==> config.mk <==
export PLATFORM = sky130hd
export DESIGN_NAME = countdown_timer
export DESIGN_NICKNAME = d
export VERILOG_FILES = /design/src/rtl/countdown_timer.sv
export SDC_FILE = /design/constraint.sdc
export NUM_CORES = 1
export LEC_CHECK = 0
export ABC_AREA = 1
export ABC_CLOCK_PERIOD_IN_PS = 2600
export CAP_MARGIN = 25
export CORE_UTILIZATION = 40
export CTS_BUF_LIST = sky130_fd_sc_hd__clkbuf_8
export CTS_CLUSTER_DIAMETER = 50
export DETAILED_ROUTE_END_ITERATION = 6
export DONT_BUFFER_PORTS = 1
export PLACE_DENSITY = 0.63
export SETUP_SLACK_MARGIN = 0.4
export SLEW_MARGIN = 10
export SYNTH_ARGS = -nofsm -noshare
export SYNTH_HDL_FRONTEND = slang
export SYNTH_SLANG_ARGS = --single-unit
==> constraint.sdc <==
create_clock -name SYSCLK -period 2.6 [get_ports SYSCLK]
set_input_delay 0.52 -clock SYSCLK [delete_from_list [all_inputs] [get_ports SYSCLK]]
set_output_delay 0.52 -clock SYSCLK [all_outputs]
set_load 0.03 [all_outputs]
==> src/rtl/countdown_timer.sv <==
// countdown_timer: loads a MM:SS preset on START, counts down once per tick to 0:00, then pulses TIME_UP.
// Build option AUTO_RELOAD_EN: capture the preset at START and restart from it after every expiry.
module countdown_timer #(
  parameter int TICK_DIV = 1
) (
  input  logic       SYSCLK,
  input  logic       RST_B,
  input  logic [2:0] TIME_MIN,
  input  logic [5:0] TIME_SEC,
  input  logic       START,
  input  logic       PAUSE,
  input  logic       CLEAR,
  output logic [2:0] MINUTE,
  output logic [5:0] SECOND,
  output logic       TIME_UP,
  output logic       BUSY
);

  localparam int            PW        = (TICK_DIV > 1) ? $clog2(TICK_DIV) : 1;
  localparam logic [PW-1:0] TICK_LAST = PW'(TICK_DIV - 1);

  typedef enum logic [1:0] {
    IDLE  = 2'd0,
    COUNT = 2'd1,
    HOLD  = 2'd2,
    DONE  = 2'd3
  } state_t;

  state_t        state;
  state_t        state_nxt;
  logic [PW-1:0] presc;
  logic [PW-1:0] presc_nxt;
  logic [2:0]    minute_nxt;
  logic [5:0]    second_nxt;
  logic          time_up_nxt;
  logic          busy_nxt;

  logic          preset_ok;
  logic          preset_zero;
  logic          accept;
  logic          run;
  logic          tick;
  logic          at_last;

  logic          reload_en;
  logic [2:0]    reload_min;
  logic [5:0]    reload_sec;

  // Borrowing decrement of an MM:SS value; 0:01 and 0:00 both land on 0:00 so minutes never wrap.
  function automatic logic [8:0] dec_mmss(input logic [2:0] m, input logic [5:0] s);
    if (m == 3'd0 && s <= 6'd1) begin
      return 9'd0;
    end else if (s == 6'd0) begin
      return {m - 3'd1, 6'd59};
    end else begin
      return {m, s - 6'd1};
    end
  endfunction

  assign preset_ok   = (TIME_SEC <= 6'd59);
  assign preset_zero = (TIME_MIN == 3'd0) && (TIME_SEC == 6'd0);
  assign accept      = (state == IDLE) && START && preset_ok && !CLEAR;
  assign run         = ((state == COUNT) || (state == HOLD)) && !PAUSE;
  assign tick        = run && (presc == TICK_LAST);
  assign at_last     = (MINUTE == 3'd0) && (SECOND <= 6'd1);

`ifdef AUTO_RELOAD_EN
  logic [2:0] cap_min;
  logic [5:0] cap_sec;

  // Preset snapshot for periodic restarts; only read in DONE, which is reachable only after a capture.
  always_ff @(posedge SYSCLK) begin
    if (accept) begin
      cap_min <= TIME_MIN;
      cap_sec <= TIME_SEC;
    end
  end

  assign reload_en  = (cap_min != 3'd0) || (cap_sec != 6'd0);
  assign reload_min = cap_min;
  assign reload_sec = cap_sec;
`else
  assign reload_en  = 1'b0;
  assign reload_min = 3'd0;
  assign reload_sec = 6'd0;
`endif

  always_ff @(posedge SYSCLK or negedge RST_B) begin
    if (!RST_B) begin
      state   <= IDLE;
      presc   <= '0;
      MINUTE  <= 3'd0;
      SECOND  <= 6'd0;
      TIME_UP <= 1'b0;
      BUSY    <= 1'b0;
    end else begin
      state   <= state_nxt;
      presc   <= presc_nxt;
      MINUTE  <= minute_nxt;
      SECOND  <= second_nxt;
      TIME_UP <= time_up_nxt;
      BUSY    <= busy_nxt;
    end
  end

  always_comb begin
    state_nxt = state;
    if (CLEAR) begin
      state_nxt = IDLE;
    end else begin
      case (state)
        IDLE: begin
          if (START && preset_ok) begin
            state_nxt = preset_zero ? DONE : COUNT;
          end
        end
        COUNT, HOLD: begin
          if (PAUSE) begin
            state_nxt = HOLD;
          end else if (tick && at_last) begin
            state_nxt = DONE;
          end else begin
            state_nxt = COUNT;
          end
        end
        DONE: begin
          state_nxt = reload_en ? COUNT : IDLE;
        end
        default: begin
          state_nxt = IDLE;
        end
      endcase
    end
  end

  // A HOLD edge with PAUSE low already counts, so a pause costs exactly the cycles PAUSE was high.
  always_comb begin
    presc_nxt   = presc;
    minute_nxt  = MINUTE;
    second_nxt  = SECOND;
    time_up_nxt = (state == DONE) && !CLEAR;
    busy_nxt    = (state_nxt == COUNT) || (state_nxt == HOLD);
    if (CLEAR) begin
      presc_nxt  = '0;
      minute_nxt = 3'd0;
      second_nxt = 6'd0;
    end else begin
      case (state)
        IDLE: begin
          if (accept) begin
            minute_nxt = TIME_MIN;
            second_nxt = TIME_SEC;
            presc_nxt  = '0;
          end
        end
        COUNT, HOLD: begin
          if (run) begin
            presc_nxt = tick ? '0 : presc + 1'b1;
            if (tick) begin
              {minute_nxt, second_nxt} = dec_mmss(MINUTE, SECOND);
            end
          end
        end
        DONE: begin
          presc_nxt  = '0;
          minute_nxt = reload_min;
          second_nxt = reload_sec;
        end
        default: begin
          presc_nxt = '0;
        end
      endcase
    end
  end

endmodule

==> report_table.html <==
<table>
<tr><th>Metric</th><th>Value</th></tr>
<tr><th colspan="2">Floorplanning</th></tr>
<tr><td>Number of top-level pins</td><td>25</td></tr>
<tr><td>Floorplan die width</td><td>54.6 µm</td></tr>
<tr><td>Overall die area</td><td>2990 µm²</td></tr>
<tr><td>Row cnt</td><td>18</td></tr>
<tr><td>Core region area</td><td>roughly 2500 µm²</td></tr>
<tr><td>Initial core utilization</td><td>0.436</td></tr>
<tr><td>Floorplan die height</td><td>54.6 µm</td></tr>
<tr><th colspan="2">Synthesis</th></tr>
<tr><td>Simple-gate portion of the synthesized area</td><td>0.413</td></tr>
<tr><td>Number of flip-flops and latches in the synthesized netlist</td><td>14</td></tr>
<tr><td>Mux cell area share after synthesis</td><td>0</td></tr>
<tr><td>Post-Syn Nets</td><td>roughly 190</td></tr>
<tr><td>Arithmetic-cell share of the synthesized area counting full adders, half adders and majority gates</td><td>0.0903</td></tr>
<tr><td>Avg Cell Area, Syn</td><td>6.48 µm²</td></tr>
<tr><td>Number of instances in the synthesized netlist</td><td>171</td></tr>
<tr><td>Synth Area in XOR/XNOR</td><td>0.00790</td></tr>
<tr><td>Number of warnings printed during yosys synthesis</td><td>0</td></tr>
<tr><td>Compound-gate portion of the synthesized area</td><td>0.0801</td></tr>
<tr><td>Count of cell types in the netlist</td><td>19</td></tr>
<tr><td>Synth Cell Area</td><td>around 1100 µm²</td></tr>
<tr><td>Combinational family with the most area after synthesis</td><td>simple AND/OR/NAND/NOR gates</td></tr>
<tr><td>Top cells by area, synth</td><td>sky130_fd_sc_hd__dfrtp_1, sky130_fd_sc_hd__nand2_1, sky130_fd_sc_hd__ha_1, sky130_fd_sc_hd__inv_1, sky130_fd_sc_hd__nor2_1</td></tr>
<tr><td>Yosys top cell by area</td><td>sky130_fd_sc_hd__dfrtp_1</td></tr>
<tr><td>Share of synthesized area occupied by flip-flops and latches</td><td>0.316</td></tr>
<tr><td>Yosys top cell area share</td><td>0.316</td></tr>
<tr><th colspan="2">CTS</th></tr>
<tr><td>Clk sink count</td><td>14</td></tr>
<tr><td>Buffers from clock root to sink, at most</td><td>2</td></tr>
<tr><td>Buffers inserted during post-CTS setup optimization</td><td>0</td></tr>
<tr><td>TritonCTS clock tree</td><td>yes</td></tr>
<tr><td>Total clock buffers created by CTS</td><td>3</td></tr>
<tr><td>Max H-tree Level</td><td>1</td></tr>
<tr><td>CTS root buf</td><td>sky130_fd_sc_hd__clkbuf_8</td></tr>
<tr><td>Worst-Skew Late Latency</td><td>0.25 ns</td></tr>
<tr><td>Clock transition at the register clock pins on the worst setup and hold paths after CTS</td><td>0.06 ns</td></tr>
<tr><th colspan="2">STA</th></tr>
<tr><td>Post-route setup TNS</td><td>0 ns</td></tr>
<tr><td>Fin. max-slew vios</td><td>0</td></tr>
<tr><td>Shortest clock period the worst path allows after layout</td><td>1.78 ns</td></tr>
<tr><td>Number of endpoints failing setup at the final stage</td><td>0</td></tr>
<tr><td>Number of failing hold endpoints at the final stage</td><td>0</td></tr>
<tr><td>RSZ-0062 raised after global routing</td><td>false</td></tr>
<tr><td>Final worst path period share</td><td>0.686</td></tr>
<tr><td>Clk_skew</td><td>0.00581 ns</td></tr>
<tr><td>Worst slew margin relative to its limit</td><td>0.552</td></tr>
<tr><td>Slew at the pin closest to its max-slew limit</td><td>0.669 ns</td></tr>
<tr><td>Highest attainable clock frequency</td><td>560 MHz</td></tr>
<tr><th colspan="2">Drt</th></tr>
<tr><td>1st-iter DRT viols</td><td>19</td></tr>
<tr><td>Total via count in the routed design</td><td>~1000</td></tr>
<tr><td>Detailed-route DRC error count</td><td>0</td></tr>
<tr><td>Number of iterations in the first detailed-routing pass</td><td>4</td></tr>
<tr><td>Average wire per cell in the routed design</td><td>about 12 µm</td></tr>
<tr><td>Mean number of vias per cell</td><td>between 4 and 5</td></tr>
<tr><td>Final wirelength</td><td>2440 µm</td></tr>
<tr><td>Antenna viol nets, final</td><td>0</td></tr>
<tr><th colspan="2">Setup path</th></tr>
<tr><td>Endpoint required time on the critical path</td><td>2.78 ns</td></tr>
<tr><td>Launch point of the worst path</td><td>SECOND[0]</td></tr>
<tr><td>Kind of launch point of the worst setup path</td><td>register</td></tr>
<tr><td>Startpoint-to-endpoint class of the critical path</td><td>reg -&gt; reg</td></tr>
<tr><td>Capture point of the worst path</td><td>MINUTE[1]</td></tr>
<tr><td>Data arrival time of the critical path</td><td>1.97 ns</td></tr>
<tr><td>Count of cells along the worst register-to-register path</td><td>9</td></tr>
<tr><td>Reg-to-reg critical path startpoint</td><td>SECOND[0]</td></tr>
<tr><td>Endpoint of the worst-slack reg-to-reg timing path</td><td>MINUTE[1]</td></tr>
<tr><td>Max FO, Critical Path</td><td>6</td></tr>
<tr><td>Crit. End Element</td><td>register</td></tr>
<tr><td>Flop2flop setup slack</td><td>roughly 0.82 ns</td></tr>
<tr><th colspan="2">Global route</th></tr>
<tr><td>Wire length of the first global-routing pass</td><td>roughly 3800 µm</td></tr>
<tr><td>Initial antenna violation count</td><td>0</td></tr>
<tr><td>Maximum number of pins on one net before global-route repair</td><td>15</td></tr>
<tr><td>Total gr overflow</td><td>0</td></tr>
<tr><td>Number of global-route vias before repair</td><td>906</td></tr>
<tr><td>Global-route total usage across every layer</td><td>0.187</td></tr>
<tr><th colspan="2">Finish</th></tr>
<tr><td>Inserted Diodes</td><td>0</td></tr>
<tr><td>Fraction of layout instances using a drive strength above 1</td><td>0.0977</td></tr>
<tr><td>Area grow syn2layout</td><td>7.56%</td></tr>
<tr><td>Total Nets Final</td><td>198</td></tr>
<tr><td>Non-filler instance count after layout</td><td>204</td></tr>
<tr><th colspan="2">Hold path</th></tr>
<tr><td>Worst hold-check path type</td><td>in -&gt; reg</td></tr>
<tr><th colspan="2">Status</th></tr>
<tr><td>Outcome</td><td>finished clean</td></tr>
<tr><th colspan="2">Place</th></tr>
<tr><td># placed instances</td><td>200</td></tr>
<tr><td>Placer's final routability congestion estimate</td><td>0.831</td></tr>
<tr><td>PortBufs</td><td>0</td></tr>
<tr><td>Hpwl dp</td><td>1950 µm</td></tr>
<tr><th colspan="2">Power and ir drop</th></tr>
<tr><td>LEAKAGE</td><td>slightly below 0.7 nW</td></tr>
<tr><td>Power density over cell area</td><td>approximately 1300 nW/µm²</td></tr>
<tr><td>Maximum vdd drop</td><td>0.710 mV</td></tr>
<tr><td>Total chip power</td><td>~1.5 mW</td></tr>
<tr><th colspan="2">Job</th></tr>
<tr><td># Max-Cap Violations</td><td>0</td></tr>
</table>
-- worst max-delay path: stages, from the launching register on --
cell and delay (ns):
sky130_fd_sc_hd__dfrtp_1 0.58, sky130_fd_sc_hd__inv_1 0.14, sky130_fd_sc_hd__ha_1 0.27, sky130_fd_sc_hd__nor2_1 0.13, sky130_fd_sc_hd__nor2_1 0.08, sky130_fd_sc_hd__nand2_4 0.10, sky130_fd_sc_hd__nand2_1 0.07, sky130_fd_sc_hd__o21ai_1 0.21
sky130_fd_sc_hd__nand2_1 0.07, sky130_fd_sc_hd__nand2_1 0.07
-- repair_timing --
item / 4_1_cts / 5_1_grt
resized for setup: 0 / 0
hold buffers: 1 / 0
hold endpoints to repair: 14 / 0
-- logic make-up after synthesis --
family,Yosys count
and+or+nand+nor,107
DFF,14
AOI/OAI and AO/OA,14
adders and majority gates,8
buffers and inverters,27
xor gates and xnor gates,1
-- cell type report --
type / instances / area [µm²]
Sequential cell: 14 / 350
Clock buffer: 3 / 41.3
Tap cell: 30 / 37.5
Multi-Input combinational cell: 130 / 656
Inverter: 26 / 97.6
Timing Repair Buffer: 1 / 10.0
Fill cell: 274 / 1350
-- cells in the final DEF, fill, tap and decap left out --
master                           n
sky130_fd_sc_hd__o21ai_0         7
sky130_fd_sc_hd__a21oi_1         3
sky130_fd_sc_hd__nand4_1         3
sky130_fd_sc_hd__nand2_4         1
sky130_fd_sc_hd__inv_2           3
sky130_fd_sc_hd__ha_1            8
sky130_fd_sc_hd__clkbuf_8        3
sky130_fd_sc_hd__o21ai_2         2
sky130_fd_sc_hd__dlygate4sd3_1   1
sky130_fd_sc_hd__xor2_1          1
sky130_fd_sc_hd__o21ai_1         1
sky130_fd_sc_hd__nand3_1         7
sky130_fd_sc_hd__nor2_4          3
sky130_fd_sc_hd__nand2_1        72
sky130_fd_sc_hd__nor2_2          3
sky130_fd_sc_hd__nor2_1         17
sky130_fd_sc_hd__o21ai_4         1
sky130_fd_sc_hd__dfrtp_1        14
sky130_fd_sc_hd__nand2_2         1
sky130_fd_sc_hd__inv_1          23
-- metrics by stage --
step	setup slack (ns)	area, µm²	hold WS, ns	utilization
final	0.816	1190	0.325	0.469
after global placement	0.877	1140	0.225	0.448
after floorplan	0.974	1110	0.224	-
after global routing	0.578	1190	0.325	0.469
after CTS	0.798	1190	0.321	0.469
after detailed placement	0.816	1140	0.225	0.448
-- report_power, final --
group / switching [mW] / leakage, nW / internal (mW)
clock: 0.0796 / 0.0216 / 0.103
combinational: 0.558 / 0.474 / 0.290
sequential: 0.225 / 0.186 / 0.293
-- flip-flops by register name, summed over array words and instances, names as in the netlist --
register,cells
BUSY,1
MINUTE,3
SECOND,6
TIME_UP,1
presc,1
state,2
-- cells in the mapped netlist --
master and number:
sky130_fd_sc_hd__inv_2 3, sky130_fd_sc_hd__nor2_1 17, sky130_fd_sc_hd__inv_1 23, sky130_fd_sc_hd__nand2_1 72
sky130_fd_sc_hd__o21ai_0 7, sky130_fd_sc_hd__o21ai_4 1, sky130_fd_sc_hd__nand4_1 3, sky130_fd_sc_hd__xor2_1 1
sky130_fd_sc_hd__nand2_2 1, sky130_fd_sc_hd__ha_1 8, sky130_fd_sc_hd__buf_2 1, sky130_fd_sc_hd__nor2_4 3
sky130_fd_sc_hd__nand3_1 7, sky130_fd_sc_hd__dfrtp_1 14, sky130_fd_sc_hd__nor2_2 3, sky130_fd_sc_hd__a21oi_1 3
sky130_fd_sc_hd__o21ai_2 2, sky130_fd_sc_hd__o21ai_1 1, sky130_fd_sc_hd__nand2_4 1
-- metal layers --
| metal | track usage | up-vias | part of all wire |
|---|---|---|---|
| met4 | 0.103 | 0 | 0.020 |
| met5 | 0 | - | 0 |
| met3 | 0.0278 | 5 | 0.037 |
| met1 | 0.221 | 447 | 0.46 |
| li1 | - | 528 | - |
| met2 | 0.319 | 18 | 0.48 |
-- worst min-delay path by stage --
stage,startpoint,to,slack [ns],cells after the start
3_3_place_gp,RST_B,SECOND[2],0.22,0
4_1_cts,CLEAR,TIME_UP,0.32,1
3_5_place_dp,RST_B,SECOND[2],0.22,0
2_1_floorplan,RST_B,BUSY,0.22,0
6_report,CLEAR,TIME_UP,0.33,1
5_1_grt,CLEAR,TIME_UP,0.32,1
Power figures use the tool's default switching activity.
